[src/rtl/alu_ctrl_pkg.sv]
// Shared types and constants for the two-port ALU sharing controller.
package alu_ctrl_pkg;

  localparam int WIDTH_DEF = 32;
  localparam int OPW_DEF   = 5;

  typedef enum logic [1:0] {
    IDLE,
    EXEC,
    RESP
  } state_t;

  localparam logic [4:0] OP_PASS = 5'b00000;
  localparam logic [4:0] OP_ADD  = 5'b00001;
  localparam logic [4:0] OP_ADDU = 5'b00010;
  localparam logic [4:0] OP_AND  = 5'b00011;
  localparam logic [4:0] OP_XOR  = 5'b00100;
  localparam logic [4:0] OP_DIFF = 5'b00101;
  localparam logic [4:0] OP_SUB  = 5'b00110;
  localparam logic [2:0] OP_SHIFT_PFX = 3'b010;

endpackage

[src/rtl/rr_arbiter_2.sv]
// Two-way round-robin arbiter; on a tie the port not granted last wins.
module rr_arbiter_2 (
  input  logic       req0,
  input  logic       req1,
  input  logic       last_grant,
  output logic [1:0] grant
);

  assign grant[0] = req0 & (~req1 | last_grant);
  assign grant[1] = req1 & (~req0 | ~last_grant);

endmodule

[src/rtl/alu_share_ctrl.sv]
// Time-shares one combinational ALU between two requesters with a
// three-state accept / execute / respond sequence.
module alu_share_ctrl
  import alu_ctrl_pkg::*;
#(
  parameter int WIDTH = WIDTH_DEF,
  parameter int OPW   = OPW_DEF
) (
  input  logic             clk,
  input  logic             rst,
  input  logic             req0_valid,
  output logic             req0_ready,
  input  logic [WIDTH-1:0] req0_a,
  input  logic [WIDTH-1:0] req0_b,
  input  logic             req0_ipsel,
  input  logic [OPW-1:0]   req0_opsel,
  input  logic             req1_valid,
  output logic             req1_ready,
  input  logic [WIDTH-1:0] req1_a,
  input  logic [WIDTH-1:0] req1_b,
  input  logic             req1_ipsel,
  input  logic [OPW-1:0]   req1_opsel,
  output logic             rsp0_valid,
  input  logic             rsp0_ready,
  output logic             rsp1_valid,
  input  logic             rsp1_ready,
  output logic [WIDTH-1:0] rsp_result,
  output logic             rsp_carry,
  output logic             rsp_zero,
  output logic [WIDTH-1:0] alu_a,
  output logic [WIDTH-1:0] alu_b,
  output logic             alu_ipsel,
  output logic [OPW-1:0]   alu_opsel,
  input  logic [WIDTH-1:0] alu_result,
  input  logic             alu_carry
);

  state_t           state_q, state_d;
  logic             last_grant_q, last_grant_d;
  logic             owner_q, owner_d;
  logic [WIDTH-1:0] a_q, a_d, b_q, b_d;
  logic             ipsel_q, ipsel_d;
  logic [OPW-1:0]   opsel_q, opsel_d;
  logic [WIDTH-1:0] result_q, result_d;
  logic             carry_q, carry_d;
  logic             zero_q, zero_d;
  logic             rsp0_valid_q, rsp0_valid_d;
  logic             rsp1_valid_q, rsp1_valid_d;
  logic [1:0]       grant;
  logic             owner_ready;

  rr_arbiter_2 u_arb (
    .req0       (req0_valid),
    .req1       (req1_valid),
    .last_grant (last_grant_q),
    .grant      (grant)
  );

  // Readies are masked during reset so nothing is accepted while the FSM is held.
  assign req0_ready  = ~rst & (state_q == IDLE) & grant[0];
  assign req1_ready  = ~rst & (state_q == IDLE) & grant[1];
  assign owner_ready = owner_q ? rsp1_ready : rsp0_ready;

  always_comb begin
    state_d      = state_q;
    last_grant_d = last_grant_q;
    owner_d      = owner_q;
    a_d          = a_q;
    b_d          = b_q;
    ipsel_d      = ipsel_q;
    opsel_d      = opsel_q;
    result_d     = result_q;
    carry_d      = carry_q;
    zero_d       = zero_q;
    rsp0_valid_d = rsp0_valid_q;
    rsp1_valid_d = rsp1_valid_q;
    case (state_q)
      IDLE: begin
        if (grant != 2'b00) begin
          owner_d      = grant[1];
          last_grant_d = grant[1];
          a_d          = grant[1] ? req1_a     : req0_a;
          b_d          = grant[1] ? req1_b     : req0_b;
          ipsel_d      = grant[1] ? req1_ipsel : req0_ipsel;
          opsel_d      = grant[1] ? req1_opsel : req0_opsel;
          state_d      = EXEC;
        end
      end
      EXEC: begin
        result_d     = alu_result;
        zero_d       = (alu_result == '0);
        // Only a plain add produces a meaningful carry-out.
        carry_d      = (opsel_q == OPW'(OP_ADD)) & alu_carry;
        rsp0_valid_d = ~owner_q;
        rsp1_valid_d = owner_q;
        state_d      = RESP;
      end
      RESP: begin
        if (owner_ready) begin
          rsp0_valid_d = 1'b0;
          rsp1_valid_d = 1'b0;
          state_d      = IDLE;
        end
      end
      default: state_d = IDLE;
    endcase
  end

  always_ff @(posedge clk or posedge rst) begin
    if (rst) begin
      state_q      <= IDLE;
      last_grant_q <= 1'b1;
      owner_q      <= 1'b0;
      a_q          <= '0;
      b_q          <= '0;
      ipsel_q      <= 1'b0;
      opsel_q      <= '0;
      result_q     <= '0;
      carry_q      <= 1'b0;
      zero_q       <= 1'b0;
      rsp0_valid_q <= 1'b0;
      rsp1_valid_q <= 1'b0;
    end else begin
      state_q      <= state_d;
      last_grant_q <= last_grant_d;
      owner_q      <= owner_d;
      a_q          <= a_d;
      b_q          <= b_d;
      ipsel_q      <= ipsel_d;
      opsel_q      <= opsel_d;
      result_q     <= result_d;
      carry_q      <= carry_d;
      zero_q       <= zero_d;
      rsp0_valid_q <= rsp0_valid_d;
      rsp1_valid_q <= rsp1_valid_d;
    end
  end

  assign rsp0_valid = rsp0_valid_q;
  assign rsp1_valid = rsp1_valid_q;
  assign rsp_result = result_q;
  assign rsp_carry  = carry_q;
  assign rsp_zero   = zero_q;
  assign alu_a      = a_q;
  assign alu_b      = b_q;
  assign alu_ipsel  = ipsel_q;
  assign alu_opsel  = opsel_q;

endmodule

[config.mk]
export PLATFORM = sky130hd
export DESIGN_NAME = alu_share_ctrl
export DESIGN_NICKNAME = d
export VERILOG_FILES = /design/src/rtl/alu_ctrl_pkg.sv /design/src/rtl/rr_arbiter_2.sv /design/src/rtl/alu_share_ctrl.sv
export SDC_FILE = /design/constraint.sdc
export NUM_CORES = 1
export LEC_CHECK = 0
export ABC_AREA = 1
export CAP_MARGIN = 20
export CORE_ASPECT_RATIO = 1.4
export CORE_MARGIN = 2
export CORE_UTILIZATION = 35
export CTS_BUF_LIST = sky130_fd_sc_hd__clkbuf_8
export DETAILED_ROUTE_END_ITERATION = 6
export GPL_TIMING_DRIVEN = 0
export PLACE_DENSITY = 0.86
export SKIP_LAST_GASP = 1
export SLEW_MARGIN = 10
export SYNTH_ARGS = -nofsm -noshare
export SYNTH_HDL_FRONTEND = slang
export SYNTH_SLANG_ARGS = --single-unit
[constraint.sdc]
create_clock -name clk -period 3.6 [get_ports clk]
set_input_delay 0.72 -clock clk [delete_from_list [all_inputs] [get_ports clk]]
set_output_delay 0.72 -clock clk [all_outputs]
set_load 0.05 [all_outputs]
==> metrics.txt <==
GR Util met2 0.415; Post-Syn Nets 768; global placer's final weighted congestion about 0.81; Seq/Total Area, Yosys 0.566; num rows 51; die area 14900 um^2; RSZ-0062 raised after global routing no; starting density of the core 0.354; Max Slew Vio Count 0; drt wl/cell 15.8 um; Mapped Cells between 500 and 600; Iter 0 DRT Violations around 170; Hold Fails Final Rpt 0; first drt pass iteration count 4; Core ar. 13700 um^2; Seq cells post-synth 110; synthesized area per cell 8.26 um^2; met3 Track Usage GR 0.0558; setup ws final 0.330 ns; initial antenna violation count 0; CTS Hold Bufs 0; # Max-Cap Violations 0; Die H 143 um; number of global-route vias before repair between 5k and 6k; critical path's slowest cell clkdlybuf4s50_1; P_leak 3.56 nW; Max IR drop VDD approximately 0.00049 V; kind of critical path input pin to primary output; share of cells above drive strength 1 0.0515; CP max FO 10; largest net degree at the start of global routing 37; via count 5216; Worst Clk Skew between 0.02 and 0.025 ns; first-pass GRT wire length approximately 27000 um; CP max stage delay 0.46 ns; Slew HR 0.612; synth warn 0; worst path cell trace clkdlybuf4s50_1 > nand2_1 > nand2_1 > inv_2 > buf_2 > nand2_1 > nor2_1 > clkbuf_2; status complete, no violations; Synth-to-Final Area Change 68.6%; busiest grt layer met2; Critical Path AT 2.55 ns; cts bufs inserted 9; Clock transition at path regs 0.10 ns; vias per cell 4.83; commonest non-fill, non-tap cell in the layout clkdlybuf4s50_1; total track usage 0.227; CP required 2.88 ns; CP endpoint kind primary output; IO buf count 286; Syn Std Cell Area a little under 5000 um^2; Final Critical Period 3.27 ns; I/O pin count 287; final setup vio count 0; Clock Sinks 110; clock buffer depth 2; most frequent cells in the layout 285 x clkdlybuf4s50_1, 163 x nand2_1, 109 x dfrtp_1; routed wire length between 15000 and 20000 um; type of the worst min-delay path flip-flop to flip-flop; dpl cells 1063; Buf/Inv on CP 4; hpwl dp 13300 um; filler instances ~1.2k; CP dominant cell by count nand2_1; dpl ws -0.278 ns; crit share post-route 0.908; Die W between 100 and 150 um; drc violations 0; Top delay family on crit path buffers and inverters; diode count 0; H-tree levels 3; CTS tree done; GR Util met1 0.258; Total Nets Final 1068; Synth cell types 22; Slew @ Worst Pin 0.580 ns; Congestion Overflow GR 0; Detail Route Antenna Nets 0; Clock Latency Late Sink 0.38 ns; power density of the placed cells between 900 and 1000 nW/um^2; f_max 0.306 GHz; root buf cell clkbuf_8; Layout Cells excl Fill 1079; Startpoint Class input pin
[Yosys cell counts]
cell type / count / area share
nand3_1: 7 / 0.0072
buf_4: 1 / 0.0015
buf_6: 2 / 0.0046
nand2_1: 163 / 0.13
a21oi_1: 2 / 0.0021
nor3_1: 1 / 0.0010
o21a_1: 1 / 0.0015
inv_1: 17 / 0.013
o22ai_1: 2 / 0.0026
nor2_1: 92 / 0.071
dfrtp_1: 109 / 0.56
buf_12: 1 / 0.0041
o21ai_1: 63 / 0.065
o21bai_1: 1 / 0.0015
inv_2: 4 / 0.0031
o21ai_0: 88 / 0.091
buf_8: 4 / 0.012
buf_2: 10 / 0.010
dfstp_2: 1 / 0.0054
nor2_2: 1 / 0.0013
clkbuf_1: 18 / 0.014
nand2_2: 1 / 0.0013
[final cells by class]
cell class | count | area (um^2) | share of cell area
Clock buffer | 10 | 138 | 0.0168
Timing Repair Buffer | 289 | 2920 | 0.356
Multi-Input combinational cell | 422 | 1800 | 0.220
Tap cell | 185 | 231 | 0.0282
Inverter | 21 | 82.6 | 0.0101
Sequential cell | 110 | 2750 | 0.336
Buffer | 36 | 228 | 0.0278
Clock inverter | 6 | 45.0 | 0.00549
[stage by stage]
| stage | util | setup TNS (ns) | total power, mW | hold WS [ns] | instance area, um^2 |
|---|---|---|---|---|---|
| 5_1_grt | 0.598 | 0 | 8.54 | 0.495 | 8200 |
| 3_5_place_dp | 0.585 | -0.278 | 7.39 | 0.458 | 8020 |
| 2_1_floorplan | - | 0 | 5.48 | 0.448 | 4870 |
| 6_report | 0.598 | 0 | 8.06 | 0.478 | 8200 |
| 4_1_cts | 0.598 | 0 | 8.13 | 0.481 | 8200 |
| 3_3_place_gp | 0.580 | -0.276 | 7.29 | 0.454 | 7960 |
[state kept, by name, indices dropped and copies added (netlist names)]
| signal | count |
|---|---|
| last_grant_q | 1 |
| alu_opsel | 5 |
| alu_a | 32 |
| owner_q | 1 |
| rsp1_valid | 1 |
| rsp0_valid | 1 |
| rsp_result | 32 |
| alu_b | 32 |
| rsp_carry | 1 |
| alu_ipsel | 1 |
| rsp_zero | 1 |
| state_q | 2 |
[routing by layer]
layer  share of wire  wire length [um]  up-vias
li1                -                 -     2488
met1            0.38              6540     2473
met2            0.52              8920      223
met3           0.064              1080       32
met4           0.028               482        0
met5               0                 0        -
[worst reg2reg max path: cells and delay by family, from the launching register on]
family | cells | cell delay [ns]
buf+inv | 1 | 0.43
flops | 1 | 0.55
simple gates | 2 | 0.32
compound gates | 2 | 0.32
[power by group]
group	internal (mW)	leakage (nW)	total (mW)	switching (mW)
Clock	0.277	0.0970	0.723	0.446
Sequential	1.86	1.34	2.20	0.340
Combinational	1.70	2.12	5.14	3.44
[what timing repair did]
| item | 4_1_cts | 5_1_grt |
|---|---|---|
| setup buffers | 0 | 0 |
| endpoints found under the setup margin | 1 | 1 |
| gates resized for setup | 2 | 1 |
[kinds of logic (layout without fill, tap and decap cells)]
logic type	Yosys count	count (layout)	share of synthesized area
flops	110	110	0.566
compound gates	157	157	0.163
buf+inv	57	362	0.0630
simple gates	265	265	0.208
[path summary, 6_finish.rpt]
check | startpoint | endpoint | slack, ns | cells after the start
worst max-delay path | req0_valid | req1_ready | 0.33 | 8
worst min-delay path | last_grant_q$_DFFE_PP1P_ | last_grant_q$_DFFE_PP1P_ | 0.48 | 2
worst max register to register | last_grant_q$_DFFE_PP1P_ | alu_b[0]$_DFFE_PP0P_ | 1.92 | 5
worst min register to register | last_grant_q$_DFFE_PP1P_ | last_grant_q$_DFFE_PP1P_ | 0.48 | 2
max in group asynchronous | rst | last_grant_q$_DFFE_PP1P_ | 2.22 | 3
min in group asynchronous | rst | rsp_result[0]$_DFFE_PP0P_ | 0.80 | 2
Power figures use the tool's default switching activity.
